==> config.mk <==
export PLATFORM = sky130hd
export DESIGN_NAME = instr_fetch_seq
export DESIGN_NICKNAME = d
export VERILOG_FILES = /design/src/rtl/instr_fetch_seq.sv
export SDC_FILE = /design/constraint.sdc
export NUM_CORES = 1
export LEC_CHECK = 0
export CORE_MARGIN = 4
export CORE_UTILIZATION = 51
export CTS_BUF_LIST = sky130_fd_sc_hd__clkbuf_16
export DETAILED_ROUTE_END_ITERATION = 12
export HOLD_SLACK_MARGIN = 0.02
export PLACE_DENSITY_LB_ADDON = 0.15
export SLEW_MARGIN = 40
export SYNTH_ARGS = -nofsm -noshare
export SYNTH_HDL_FRONTEND = slang
export SYNTH_SLANG_ARGS = --single-unit
==> constraint.sdc <==
create_clock -name clk -period 2.1 [get_ports clk]
set_input_delay 0.525 -clock clk [delete_from_list [all_inputs] [get_ports clk]]
set_output_delay 0.525 -clock clk [all_outputs]
set_load 0.05 [all_outputs]
==> src/rtl/instr_fetch_seq.sv <==
// instr_fetch_seq: instruction fetch sequencer for the Jolt160 core.
// Fetches 16-bit halfwords over a req/ack memory port and classifies the
// first halfword into groups 1-5. Only group 5 fetches a trailing
// immediate halfword. The assembled instruction goes to decode over a
// valid/ready handshake. The sequencer owns the PC and takes branch redirects.
// Optional feature macro: JOLT160_ILLEGAL_TRAP_EN. When it is defined, an
// unknown encoding raises illegal_instr and halts fetch until reset.
module instr_fetch_seq #(
  parameter logic [15:0] RESET_PC = 16'h0000
) (
  input  logic        clk,
  input  logic        rst_n,
  output logic        mem_req,
  output logic [15:0] mem_addr,
  input  logic        mem_ack,
  input  logic [15:0] mem_rdata,
  input  logic        redir_valid,
  input  logic [15:0] redir_pc,
  output logic        dec_valid,
  input  logic        dec_ready,
  output logic [15:0] dec_instr_hi,
  output logic [15:0] dec_instr_lo,
  output logic [2:0]  dec_group,
  output logic [15:0] dec_pc,
  output logic        illegal_instr
);

`ifdef JOLT160_ILLEGAL_TRAP_EN
  localparam bit TRAP_EN = 1'b1;
`else
  localparam bit TRAP_EN = 1'b0;
`endif

  typedef enum logic [2:0] {
    IDLE   = 3'd0,
    REQ_HI = 3'd1,
    REQ_LO = 3'd2,
    OUT    = 3'd3,
    DRAIN  = 3'd4,
    HALT   = 3'd5
  } state_t;

  state_t      state_reg, state_next;
  logic [15:0] pc_reg, pc_next;
  logic        mem_req_next;
  logic [15:0] mem_addr_next;
  logic        dec_valid_next;
  logic [15:0] instr_hi_next, instr_lo_next;
  logic [2:0]  group_next;
  logic [15:0] dec_pc_next;
  logic        illegal_next;
  logic [2:0]  rdata_group;

  // Priority decode of the first halfword into its instruction group.
  function automatic logic [2:0] classify(input logic [15:0] h);
    logic [2:0] g;
    if (h[15] == 1'b0)                g = 3'd1;
    else if (h[15:14] == 2'b10)       g = 3'd2;
    else if (h[15:12] == 4'b1100)     g = 3'd3;
    else if (h[15:12] == 4'b1101)     g = 3'd4;
    else if (h[15:10] == 6'b111000)   g = 3'd5;
    else                              g = 3'd0;
    return g;
  endfunction

  // Group of the halfword currently on the read bus.
  always_comb begin
    rdata_group = classify(mem_rdata);
  end

  // Next-state and next-output logic. A redirect overrides the per-state result.
  always_comb begin
    state_next     = state_reg;
    pc_next        = pc_reg;
    mem_req_next   = mem_req;
    mem_addr_next  = mem_addr;
    dec_valid_next = dec_valid;
    instr_hi_next  = dec_instr_hi;
    instr_lo_next  = dec_instr_lo;
    group_next     = dec_group;
    dec_pc_next    = dec_pc;
    illegal_next   = illegal_instr;

    case (state_reg)
      IDLE: begin
        pc_next        = RESET_PC;
        state_next     = REQ_HI;
        mem_req_next   = 1'b1;
        mem_addr_next  = RESET_PC;
        dec_valid_next = 1'b0;
      end
      REQ_HI: begin
        if (mem_ack) begin
          instr_hi_next = mem_rdata;
          group_next    = rdata_group;
          dec_pc_next   = pc_reg;
          pc_next       = pc_reg + 16'd1;
          if (rdata_group == 3'd5) begin
            // Request stays high and moves on to the immediate halfword.
            state_next    = REQ_LO;
            mem_addr_next = pc_reg + 16'd1;
          end else begin
            instr_lo_next  = 16'h0000;
            state_next     = OUT;
            mem_req_next   = 1'b0;
            dec_valid_next = 1'b1;
            illegal_next   = TRAP_EN && (rdata_group == 3'd0);
          end
        end
      end
      REQ_LO: begin
        if (mem_ack) begin
          instr_lo_next  = mem_rdata;
          pc_next        = pc_reg + 16'd1;
          state_next     = OUT;
          mem_req_next   = 1'b0;
          dec_valid_next = 1'b1;
        end
      end
      OUT: begin
        if (dec_ready) begin
          dec_valid_next = 1'b0;
          if (TRAP_EN && illegal_instr) begin
            // The trapped encoding has been handed over; fetch stops here.
            state_next = HALT;
          end else begin
            state_next    = REQ_HI;
            mem_req_next  = 1'b1;
            mem_addr_next = pc_reg;
          end
        end
      end
      DRAIN: begin
        // The stale read completes and its data is dropped. Then fetch restarts at the redirect target.
        if (mem_ack) begin
          state_next    = REQ_HI;
          mem_addr_next = pc_reg;
        end
      end
      HALT: begin
        mem_req_next   = 1'b0;
        dec_valid_next = 1'b0;
      end
      default: begin
        state_next   = IDLE;
        mem_req_next = 1'b0;
      end
    endcase

    if (redir_valid && (state_reg != HALT)) begin
      pc_next        = redir_pc;
      dec_valid_next = 1'b0;
      illegal_next   = 1'b0;
      mem_req_next   = 1'b1;
      if (mem_req && !mem_ack) begin
        // A read is outstanding and cannot be withdrawn. Hold its address until it is acked.
        state_next    = DRAIN;
        mem_addr_next = mem_addr;
      end else begin
        state_next    = REQ_HI;
        mem_addr_next = redir_pc;
      end
    end
  end

  // State, PC and registered outputs, with synchronous active-low reset.
  always_ff @(posedge clk) begin
    if (!rst_n) begin
      state_reg     <= IDLE;
      pc_reg        <= RESET_PC;
      mem_req       <= 1'b0;
      mem_addr      <= RESET_PC;
      dec_valid     <= 1'b0;
      dec_instr_hi  <= 16'h0000;
      dec_instr_lo  <= 16'h0000;
      dec_group     <= 3'd0;
      dec_pc        <= RESET_PC;
      illegal_instr <= 1'b0;
    end else begin
      state_reg     <= state_next;
      pc_reg        <= pc_next;
      mem_req       <= mem_req_next;
      mem_addr      <= mem_addr_next;
      dec_valid     <= dec_valid_next;
      dec_instr_hi  <= instr_hi_next;
      dec_instr_lo  <= instr_lo_next;
      dec_group     <= group_next;
      dec_pc        <= dec_pc_next;
      illegal_instr <= illegal_next;
    end
  end

endmodule
==> reports/qor.txt <==
status: finished, final reports clean
WS Path Type: input pin to flop
first-pass GRT wire length: 24.2 mm
Post-synth top cells: nand2_1 (115), dfxtp_1 (88), a21boi_0 (44)
worst vdd rail ir drop: 0.426 mV
WP buf/inv: 2
critical path's largest stage delay: 580 ps
I/O pin count: 107
# DRC: 0
final hold vios: 0
die footprint: 10800 sq um
post-route minimum period: 2060 ps
wl on met1: 6.17 mm
synthesized instance count: 587
GRT overflow: 0
fmax: 0.486 GHz
vias in the first global route: 4816
worst reg-to-reg setup slack: 80 ps
Seq cells post-synth: 88
routed wire length: 15.2 mm
Worst Setup End Kind: flop
top sig layer: met4
root buf cell: clkbuf_16
Layout Utilization: 0.758
Die Y: 104 um
Mean Syn Cell Area: 7.98 sq um
worst endpoint required time: 2350 ps
initial DRC count: 347
area leader, netlist: dfxtp_1
Max Cap Viol: 0
crit path launch type: input pin
top post-synthesis cells by area: dfxtp_1 (38%), nand2_1 (9.2%), a21boi_0 (7.1%)
Nets: 769
gpl congestion: 0.881
Routed met3 length: 1.17 mm
Synth-to-Final Area Change: 43.2%
worst relative slew slack: 0.632
register area: 1760 sq um
Starting Density: 0.529
ant diodes: 0
Post-synth EDFFs: 0
most frequent cell after synthesis: nand2_1
R2R Path Start: pc_reg[0]
Site Rows: 34
DRT antenna net count: 0
CTS tree: done
Least-Margin Pin Slew: 551 ps
RR Endpoint: pc_reg[9]
# clock sinks: 88
initial antenna violation count: 0
H-tree level count: 3
layout cells sized above 1: 0.174
yosys warns: 0
fin crit share: 0.981
latest clock arrival within the worst-skew pair: 330 ps
Clock Path Buffers: 2
slowest stage cell, crit path: or4b_4
detailed placer's ending HPWL: 10.5 mm
CTS Buf Count: 9
area share of the largest cell type after synthesis: 0.376
Crit path depth: 7
placed cell area: 6200 sq um
Min Hold Slack: 455 ps
crit-path cells: dlygate4sd2_1 > or4b_4 > nor2_4 > o2111a_2 > buf_4 > o21ai_1 > o22ai_1
worst hold start: dec_pc[4]
synthesized area: 4680 sq um
final setup fails: 0
setup tns final: 0 ps
Worst R2R Path Depth: 6
Clock transition at path regs: 60 ps
unique cell type count in the Yosys netlist: 71
routed wire length per instance: 18.0 um
pin count of the biggest net entering global routing: 96
vias per cell: 5.92
multi-input logic area: 2630 sq um
filler instances: 659
clk_skew: 6.38 ps
leakage: 2.54 nW
TritonRoute pass-1 iters: 5
worst hold path type: flop to flop
CP max FO: 7
design area: 6710 sq um
Async SR Flop Fraction: 0
CP Data Arrival Time: 2310 ps
cts hold-fix bufs: 0
GRT Resource Usage Total: 0.270
worst hold path endpoint: dec_pc[4]
ys flop type: dfxtp_1
Synth Net Count: 625
final max-slew violation count: 0
P per Cell Area: 777 nW/um^2
via count: 4993
core area: 8850 sq um
critical path's top delay family: simple AND/OR/NAND/NOR gates
Min-Delay Path Depth: 2
I/O Buffers: 105
DR WL met2: 7.50 mm
post-synthesis sequential area ratio: 0.376
overall die width: 104 um
report_power, final:
| group | switching, W | internal (W) | leakage, nW |
|---|---|---|---|
| clock network | 0.000698 | 0.00117 | 0.164 |
| registers | 0.0000988 | 0.00178 | 0.718 |
| logic | 0.000853 | 0.000616 | 1.66 |
| total | 0.00165 | 0.00356 | 2.54 |
worst register-to-register path, stage by stage (launching register included):
cell	delay, ps
dfxtp_1	490
nand3_2	230
buf_4	210
nor3_1	460
xor2_1	130
a221oi_1	300
nor2_1	90
metrics by stage:
stage               total power, W  worst slack [ps]  cells
detailed placement         0.00327              -392    820
CTS                        0.00516              17.8    840
global placement           0.00325              -300    820
finish                     0.00521              40.4    843
floorplan                  0.00274               237    587
global route               0.00539             -4.17    843
area by class of cell:
cell class / instances / share of cell area
inverter: 9 / 0.00504
clock inverter: 6 / 0.0175
timing repair buffer: 185 / 0.269
tap: 108 / 0.0201
multi-input combinational: 438 / 0.392
clock buffer: 9 / 0.0336
sequential: 88 / 0.263
kinds of logic (layout without fill, tap and decap cells):
kind of cell	after synthesis	after routing	share of synthesized area
buffers and inverters	62	209	0.0684
muxes	1	1	0.00214
xor gates and xnor gates	5	5	0.00935
adders and majority gates	1	1	0.00267
DFF	88	88	0.376
other	1	1	0.000801
and+or+nand+nor	233	233	0.243
AOI/OAI and AO/OA	196	197	0.297
cell usage in the layout (no fill, tap or decap), types with 3 or more instances in the layout:
master             n
nand2b_1           5
clkdlybuf4s50_1   94
nor2b_1            8
a21boi_1          17
o211ai_1           9
a21oi_1           23
clkbuf_16         11
bufinv_16          3
a21boi_0          44
o21ai_1            6
o21ai_0           32
buf_12             8
a221oi_1           3
nor2_4             3
nand2_1          115
a21o_1             3
nor3_1             5
or3_1              5
a211o_1            3
xor2_1             5
nor3b_1            5
nor4_2             4
inv_1              9
and3_1             7
nand3_1           26
o22ai_1            7
o21a_1             4
dfxtp_1           87
o22ai_2            3
buf_4             73
nand4_1            4
nor2_1            30
nand3b_1           3
a31oi_1           11
dlymetal6s2s_1     4
metal layers:
metal	vias up	GRT usage
met5	-	0
met4	0	0.101
met3	32	0.0473
met2	218	0.460
met1	2369	0.342
li1	2374	-
timing repair:
action	in CTS	in global routing
endpoints found under the setup margin	9	45
gates resized for setup	5	7
pin swaps	4	3
setup buffers	3	1
gates cloned	2	2
how the worst max path moves through the flow:
stage / from / end / slack (ps)
detailed placement: mem_rdata[10] / dec_instr_lo[0] / -390
global route: mem_ack / mem_addr[9] / -4
finish: mem_rdata[12] / mem_addr[2] / 40
global placement: mem_rdata[10] / dec_instr_lo[1] / -300
floorplan: mem_rdata[10] / mem_addr[15] / 240
CTS: mem_rdata[11] / dec_instr_lo[0] / 20
Note: power is estimated with default switching activity, not from simulation.
